File: config.mk
export PLATFORM = sky130hd
export DESIGN_NAME = servo_pwm_decoder
export DESIGN_NICKNAME = d
export VERILOG_FILES = /design/src/rtl/servo_pwm_decoder.sv
export SDC_FILE = /design/constraint.sdc
export NUM_CORES = 1
export LEC_CHECK = 0
export CAP_MARGIN = 25
export CORE_ASPECT_RATIO = 0.75
export CORE_MARGIN = 2
export CORE_UTILIZATION = 47
export CTS_CLUSTER_DIAMETER = 200
export CTS_CLUSTER_SIZE = 24
export DETAILED_ROUTE_END_ITERATION = 8
export PLACE_DENSITY_LB_ADDON = 0.12
export SLEW_MARGIN = 30
export SYNTH_ARGS = -nofsm -noshare
export SYNTH_HDL_FRONTEND = slang
export SYNTH_SLANG_ARGS = --single-unit
File: constraint.sdc
create_clock -name clk -period 2.6 [get_ports clk]
set_input_delay 0.26 -clock clk [delete_from_list [all_inputs] [get_ports clk]]
set_output_delay 0.26 -clock clk [all_outputs]
set_load 0.02 [all_outputs]
File: src/rtl/servo_pwm_decoder.sv
// servo_pwm_decoder: measures high pulses on an asynchronous servo PWM line,
// classifies them as 1.0 / 1.5 / 2.0 ms positions and detects loss of signal.
module servo_pwm_decoder #(
    parameter int unsigned CLKS_PER_MS  = 27000,
    parameter int unsigned TOL_CLKS     = 2700,
    parameter int unsigned MIN_CLKS     = 13500,
    parameter int unsigned MAX_CLKS     = 67500,
    parameter int unsigned TIMEOUT_CLKS = 675000,
    parameter int unsigned CNT_W        = 20
) (
    input  logic             clk,
    input  logic             rst,
    input  logic             pwm_in,
    output logic [CNT_W-1:0] width_cycles,
    output logic [1:0]       pos_code,
    output logic             width_valid,
    output logic             width_err,
    output logic             signal_lost
);

    localparam int unsigned EXT_W = CNT_W + 1;

    // Nominal widths for k = 2, 3, 4 half-milliseconds
    localparam int NOM0 = int'(CLKS_PER_MS);
    localparam int NOM1 = int'((3 * CLKS_PER_MS) / 2);
    localparam int NOM2 = int'(2 * CLKS_PER_MS);
    localparam int TOL  = int'(TOL_CLKS);

    // Classification windows, signed so a tolerance wider than a nominal stays safe
    localparam logic signed [EXT_W-1:0] LO0 = EXT_W'(NOM0 - TOL);
    localparam logic signed [EXT_W-1:0] HI0 = EXT_W'(NOM0 + TOL);
    localparam logic signed [EXT_W-1:0] LO1 = EXT_W'(NOM1 - TOL);
    localparam logic signed [EXT_W-1:0] HI1 = EXT_W'(NOM1 + TOL);
    localparam logic signed [EXT_W-1:0] LO2 = EXT_W'(NOM2 - TOL);
    localparam logic signed [EXT_W-1:0] HI2 = EXT_W'(NOM2 + TOL);

    localparam logic [CNT_W-1:0] MIN_C     = CNT_W'(MIN_CLKS);
    localparam logic [CNT_W-1:0] MAX_C     = CNT_W'(MAX_CLKS);
    localparam logic [CNT_W-1:0] TIMEOUT_C = CNT_W'(TIMEOUT_CLKS);
    localparam logic [CNT_W-1:0] CNT_ONE   = CNT_W'(1);

    typedef enum logic [1:0] {
        ST_IDLE = 2'd0,
        ST_HIGH = 2'd1,
        ST_LOW  = 2'd2
    } state_e;

    state_e           state_q, state_d;
    logic             s1_q, s1_d, s2_q, s2_d, s3_q, s3_d;
    logic [1:0]       fill_q, fill_d;
    logic [CNT_W-1:0] hi_cnt_q, hi_cnt_d;
    logic [CNT_W-1:0] to_cnt_q, to_cnt_d;
    logic [CNT_W-1:0] width_q, width_d;
    logic [1:0]       pos_q, pos_d;
    logic             valid_q, valid_d;
    logic             err_q, err_d;
    logic             lost_q, lost_d;

    logic                    sync_ok_c;
    logic                    rise_c;
    logic                    fall_c;
    logic                    timeout_c;
    logic                    legal_c;
    logic signed [EXT_W-1:0] hi_ext_c;
    logic [1:0]              code_c;

    assign width_cycles = width_q;
    assign pos_code     = pos_q;
    assign width_valid  = valid_q;
    assign width_err    = err_q;
    assign signal_lost  = lost_q;

    // Edge decode; suppressed until the history flop holds a real sample after reset
    assign sync_ok_c = (fill_q == 2'd3);
    assign rise_c    = sync_ok_c & s2_q & ~s3_q;
    assign fall_c    = sync_ok_c & ~s2_q & s3_q;
    assign timeout_c = (to_cnt_q == TIMEOUT_C);

    // Pulse legality and position classification from the measured count
    always_comb begin
        hi_ext_c = signed'({1'b0, hi_cnt_q});
        legal_c  = (hi_cnt_q >= MIN_C) && (hi_cnt_q <= MAX_C);
        code_c   = 2'd3;
        if ((hi_ext_c >= LO0) && (hi_ext_c <= HI0)) begin
            code_c = 2'd0;
        end else if ((hi_ext_c >= LO1) && (hi_ext_c <= HI1)) begin
            code_c = 2'd1;
        end else if ((hi_ext_c >= LO2) && (hi_ext_c <= HI2)) begin
            code_c = 2'd2;
        end
    end

    // Next-state: synchronizer, counters, FSM and output strobes
    always_comb begin
        s1_d     = pwm_in;
        s2_d     = s1_q;
        s3_d     = s2_q;
        fill_d   = sync_ok_c ? fill_q : fill_q + 2'd1;
        state_d  = state_q;
        hi_cnt_d = hi_cnt_q;
        to_cnt_d = to_cnt_q;
        width_d  = width_q;
        pos_d    = pos_q;
        valid_d  = 1'b0;
        err_d    = 1'b0;
        lost_d   = lost_q;

        if (rise_c) begin
            to_cnt_d = '0;
        end else if (!timeout_c) begin
            to_cnt_d = to_cnt_q + CNT_ONE;
        end

        if (timeout_c && !rise_c) begin
            lost_d  = 1'b1;
            state_d = ST_IDLE;
        end else begin
            unique case (state_q)
                ST_IDLE: begin
                    if (rise_c) begin
                        state_d  = ST_HIGH;
                        hi_cnt_d = CNT_ONE;
                        lost_d   = 1'b0;
                    end
                end
                ST_HIGH: begin
                    if (fall_c) begin
                        state_d = ST_LOW;
                        if (legal_c) begin
                            width_d = hi_cnt_q;
                            pos_d   = code_c;
                            valid_d = 1'b1;
                        end else begin
                            err_d = 1'b1;
                        end
                    end else if (hi_cnt_q != '1) begin
                        hi_cnt_d = hi_cnt_q + CNT_ONE;
                    end
                end
                ST_LOW: begin
                    if (rise_c) begin
                        state_d  = ST_HIGH;
                        hi_cnt_d = CNT_ONE;
                        lost_d   = 1'b0;
                    end
                end
                default: begin
                    state_d = ST_IDLE;
                end
            endcase
        end
    end

    // State register with synchronous reset taking priority over everything
    always_ff @(posedge clk) begin
        if (rst) begin
            state_q  <= ST_IDLE;
            s1_q     <= 1'b0;
            s2_q     <= 1'b0;
            s3_q     <= 1'b0;
            fill_q   <= 2'd0;
            hi_cnt_q <= '0;
            to_cnt_q <= '0;
            width_q  <= '0;
            pos_q    <= 2'd0;
            valid_q  <= 1'b0;
            err_q    <= 1'b0;
            lost_q   <= 1'b0;
        end else begin
            state_q  <= state_d;
            s1_q     <= s1_d;
            s2_q     <= s2_d;
            s3_q     <= s3_d;
            fill_q   <= fill_d;
            hi_cnt_q <= hi_cnt_d;
            to_cnt_q <= to_cnt_d;
            width_q  <= width_d;
            pos_q    <= pos_d;
            valid_q  <= valid_d;
            err_q    <= err_d;
            lost_q   <= lost_d;
        end
    end

endmodule
# Word level (Yosys, flattened, before mapping)
# Index checks and enable logic that the tools add are counted.
# classes
add_sub_neg	3
mux	15
bitwise_logic	9
order_cmp	8
n_eq_ne	9
reduce_logical	18
# op_table
cell	n
2-to-1 mux 20 bit	3
adder 20 x 1 -> 20 bit (second input constant)	2
greater-or-equal comparator 20 x 16 -> 1 bit (second input constant)	2
<= comparator 20 x 16 -> 1 bit (second input constant)	2
case mux 20 bit (2 select lines)	1
equality test 20 bit (second input constant)	1
greater-or-equal comparator 20 x 14 -> 1 bit (second input constant)	1
greater-or-equal comparator 20 x 15 -> 1 bit (second input constant)	1
<= comparator 20 x 15 -> 1 bit (second input constant)	1
<= comparator 20 x 17 -> 1 bit (second input constant)	1
!= test 20 bit (second input constant)	1
2-to-1 mux 2 bit	4
2-to-1 mux 1 bit	6
!= test 2 bit (second input constant)	3
nonzero test 2 bit	3
OR reduction 2 bit	3
logical AND 1 bit	5
inverter 1 bit	5
AND reduction 5 bit	1
bitwise AND 1 bit	4
equality test 2 bit (second input constant)	2
case mux 2 bit (2 select lines)	1
AND reduction 2 bit	2
AND reduction 4 bit	1
other kinds (6)	6
# totals
wordCells	74
reg_bits	72
output_inout_bits	25

# Longest topological paths before layout
# depth
word_depth	7
mapped_depth	10
ltp_nobuf	8

# Least setup slack after synthesis
# Ideal clock, no wire load.
# synth_timing
kind	register to register
from	register hi_cnt_q[14]
to	register width_q[10], in the netlist width_cycles[10]
period_less_slack_ns	2.103
arrival_ns	1.978
required_time_ns	2.475
stages_incl_launch_ff	10
setup_slack_ns	0.497
path_cell_list	dfxtp_1 -> buf_6 -> or3_1 -> o22ai_1 -> o311ai_1 -> or4b_1 -> buf_6 -> buf_12 -> mux2i_1 -> nor2_1
# synth_via
elab_chain_len	3
elab_cells_between_ends	4
classes_between	order compare: 2; reduce/logical: 2
# synth_lines
item	line_no	text
start: declaration	51	logic [CNT_W-1:0] hi_cnt_q, hi_cnt_d;
start signal: assignment	175	hi_cnt_q <= hi_cnt_d;
greater-or-equal comparator 20 x 14 -> 1 bit or <= comparator 20 x 17 -> 1 bit (tied branches)	82	legal_c = (hi_cnt_q >= MIN_C) && (hi_cnt_q <= MAX_C);
logical AND 1 bit *	82	
AND reduction 4 bit (no source line) *	--	
end signal: assignment	177	width_q <= width_d;
end: declaration	53	logic [CNT_W-1:0] width_q, width_d;
# Mark *: on every way between the ends. The rest lies on a longest branch, timed or not.
# A chain may end at the register's enable or synchronous reset.

# Final worst setup path
# layout_timing
from	register to_cnt_q[0]
to	register hi_cnt_q[11]
# layout_via
elab_chain_len	4
# layout_lines
item	line_no	text
start: declaration	52	logic [CNT_W-1:0] to_cnt_q, to_cnt_d;
start signal: assignment	176	to_cnt_q <= to_cnt_d;
equality test 20 bit	77	assign timeout_c = (to_cnt_q == TIMEOUT_C);
logical AND 1 bit	114	if (timeout_c && !rise_c) begin
inverter 1 bit (no source line)	--	
AND reduction 5 bit (no source line)	--	
# No other way between the ends.

==> qor_table.md <==
| Result | Value |
| --- | --- |
| Final critical delay including setup and external delays | 2.26 ns |
| Number of vias per cell | 5.54 |
| Unrepaired setup endpoints after global routing | false |
| Deepest clock path buffer count | 2 |
| Slew at the pin closest to its max-slew limit | 0.405 ns |
| Number of failing setup endpoints in the final timing report | 0 |
| CTS tree | built |
| Total count of hold-check failures in the final report | 0 |
| Placeable Area | 7400 um2 |
| Fin. max-slew vios | 0 |
| Count of flip-flops with a built-in enable after synthesis | 0 |
| Number of buffers added by the clock tree synthesis step | 9 |
| I/O pin cnt | 28 |
| Power per standard cell area | 500 nW/um2 |
| Mean instance size in the synthesized netlist | 8.66 um2 |
| Max Clock Freq | 442 MHz |
| Pin count of the biggest net entering global routing | 38 |
| Worst reg-to-reg setup slack | 0.34 ns |
| Final core utilization | 0.556 |
| Post-layout nets | 454 |
| Clock Skews | 0.0156 ns |
| Detailed Route WL | 8400 um |
| Area Overhead vs Synth | 13.7% |
| Synthesized area | 3620 um2 |
| Data required time at the worst endpoint | 2.90 ns |
| Worst max-slew margin expressed relative to the limit | 0.729 |
| Main synth FF type | dfxtp_1 |
| Hold Buf Count CTS | 0 |
| Diode insertion count for antenna repair | 0 |
| Buffer cell driving the clock tree root | clkbuf_8 |
| Global placer's final weighted congestion | 0.881 |
| Synthesized netlist cell count | 418 |
| Remaining global-route overflow | 0 |
| Share of the yosys chip area belonging to registers | 0.398 |
| Effective utilization at floorplan | 0.489 |
| Result of the run | finished, final reports clean |
| Clock Latency Late Sink | 0.36 ns |
| Port Buf Inserts | 27 |
| # rows | 27 |
| Total number of yosys warnings | 0 |
| Synthesized net count | 426 |
| Hold slack final | 0.445 ns |
| Number of placed instances, taps included | 536 |
| Post-route insts no fill | 552 |
| Sink count of the clock tree | 72 |
| #FFs+latches synth | 72 |
| Area after detailed placement | 3920 um2 |
| Via total after detailed routing | 3,060 |
| Final period utilization | 0.870 |
| Largest fanout on the critical path | 35 |
| Async set-or-reset flop fraction in the synthesized netlist | 0 |
| Share of layout cells above drive strength 1 | 0.0953 |
| Number of maximum-capacitance constraint violations | 0 |
| Post-CTS resize count | 0 |
| Routed wirelength normalized by instance count | 15.2 um |
| Arrival time reported for the critical path endpoint | 2.56 ns |
| Total half-perimeter wirelength after legalization and detailed placement | 5970 um |
| Vias in the first global route | 2,711 |
| Count of different cell masters after synthesis | 59 |
| Maximum vdd drop | 0.301 mV |
| Chip width | 105 um |
| Worst min-delay path class | flip-flop to flip-flop |
| Maximum level of the CTS H-tree | 3 |
| Area of the die | 8430 um2 |
| Sort of element at the end of the critical path | flip-flop |
| Pre-antenna DRT Iters | 5 |
| Placement-stage worst setup slack | 0.351 ns |
| Reported leakage power | 1.59 nW |
| Antenna violations before repair | 0 |
| Start-to-end type of the worst setup path | flip-flop to flip-flop |
| Power consumption | 2.06 mW |
| GRT Overall Usage | 0.209 |
| Wire length of the first global-routing pass | 13,700 um |
| Clock-pin slew on the worst setup and hold paths | 0.09 ns |
| Antenna violation net count after detailed routing | 0 |
| # DRC | 0 |
| Chip Height | 80 um |
| Worst Slack Setup Final | 0.338 ns |
| Setup fix buffers added after clock tree synthesis | 0 |
| Type of element launching the critical path | flip-flop |
| Number of design-rule violations left by the first detailed-router iteration | 177 |
| Setup TNS | 0 ns |
| Post-route cell area | 4120 um2 |
[layer usage]
metal,part of all wire,track usage,up-vias
li1,-,-,1537
met1,0.55,0.312,1441
met2,0.38,0.285,70
met3,0.050,0.0612,12
met4,0.011,0.0627,0
met5,0,0,-
[layout make-up]
cell class	count	area, um2
Clock buffer	11	151
Clock inverter	5	40.0
Fill cell	695	3280
Inverter	9	33.8
Multi-Input combinational cell	308	1900
Sequential cell	72	1440
Tap cell	101	126
Timing Repair Buffer	46	425
[synthesized netlist by cell type (11+ instances only)]
master     n  area share
dfxtp_1   72        0.40
nor2_1    55       0.057
nand2_1   32       0.033
a21oi_1   20       0.028
mux2i_1   20       0.055
nand3_1   18       0.025
o21ai_0   18       0.025
or3_1     14       0.024
nor3_1    12       0.017
xor2_1    12       0.029
clkbuf_1  11       0.011
nand4_1   11       0.019
[worst max-delay path, stage by stage, from the launching register on]
cell and delay [ns]:
dfxtp_1 0.36, inv_1 0.08, ha_1 0.21, nor4bb_1 0.14, and4b_1 0.23, nand3_1 0.19
nand3_1 0.16, buf_12 0.19, or4_1 0.51, a21oi_1 0.14
[cells by family after synthesis]
kind of cell / Yosys count / synth area share
DFF: 72 / 0.398
adders and majority gates: 5 / 0.0173
and+or+nand+nor: 199 / 0.295
muxes: 21 / 0.0584
buffers and inverters: 38 / 0.0778
AOI/OAI and AO/OA: 64 / 0.107
xor gates and xnor gates: 19 / 0.0460
[registers in the layout (all words and copies together), names as in the netlist]
name / flops
state_q: 2
fill_q: 2
hi_cnt_q: 20
s1_q: 1
signal_lost: 1
width_err: 1
to_cnt_q: 20
width_valid: 1
pos_code: 2
s2_q: 1
s3_q: 1
width_cycles: 20
[cell usage in the layout (no fill, tap or decap), types with 4 or more instances in the layout]
cell type        count
or3_1               14
inv_1                9
nand3_1             18
nand3b_1             4
clkbuf_8            11
a21oi_1             20
ha_1                 5
nand2_1             32
or4_1                4
xor2_1              12
dfxtp_1             72
o21ai_0             18
nand4_1             11
mux2i_1             20
and3_1              10
xnor2_1              7
nor3_1              12
clkdlybuf4s50_1     27
buf_4               18
nor4bb_1             4
nor2_1              55
nor3b_1              4
o31ai_1              5
[final timing paths]
path / startpoint / end / cells after the start
max reg2reg: to_cnt_q[0] / hi_cnt_q[11] / 9
max: to_cnt_q[0] / hi_cnt_q[11] / 9
min: s1_q / s2_q / 1
min reg2reg: s1_q / s2_q / 1
[where the power goes]
group / internal [mW] / total, mW / switching (mW)
logic: 0.0325 / 0.0787 / 0.0462
registers: 1.12 / 1.13 / 0.0116
clock network: 0.403 / 0.853 / 0.450
total: 1.55 / 2.06 / 0.508
Note: power is estimated with default switching activity, not from simulation.
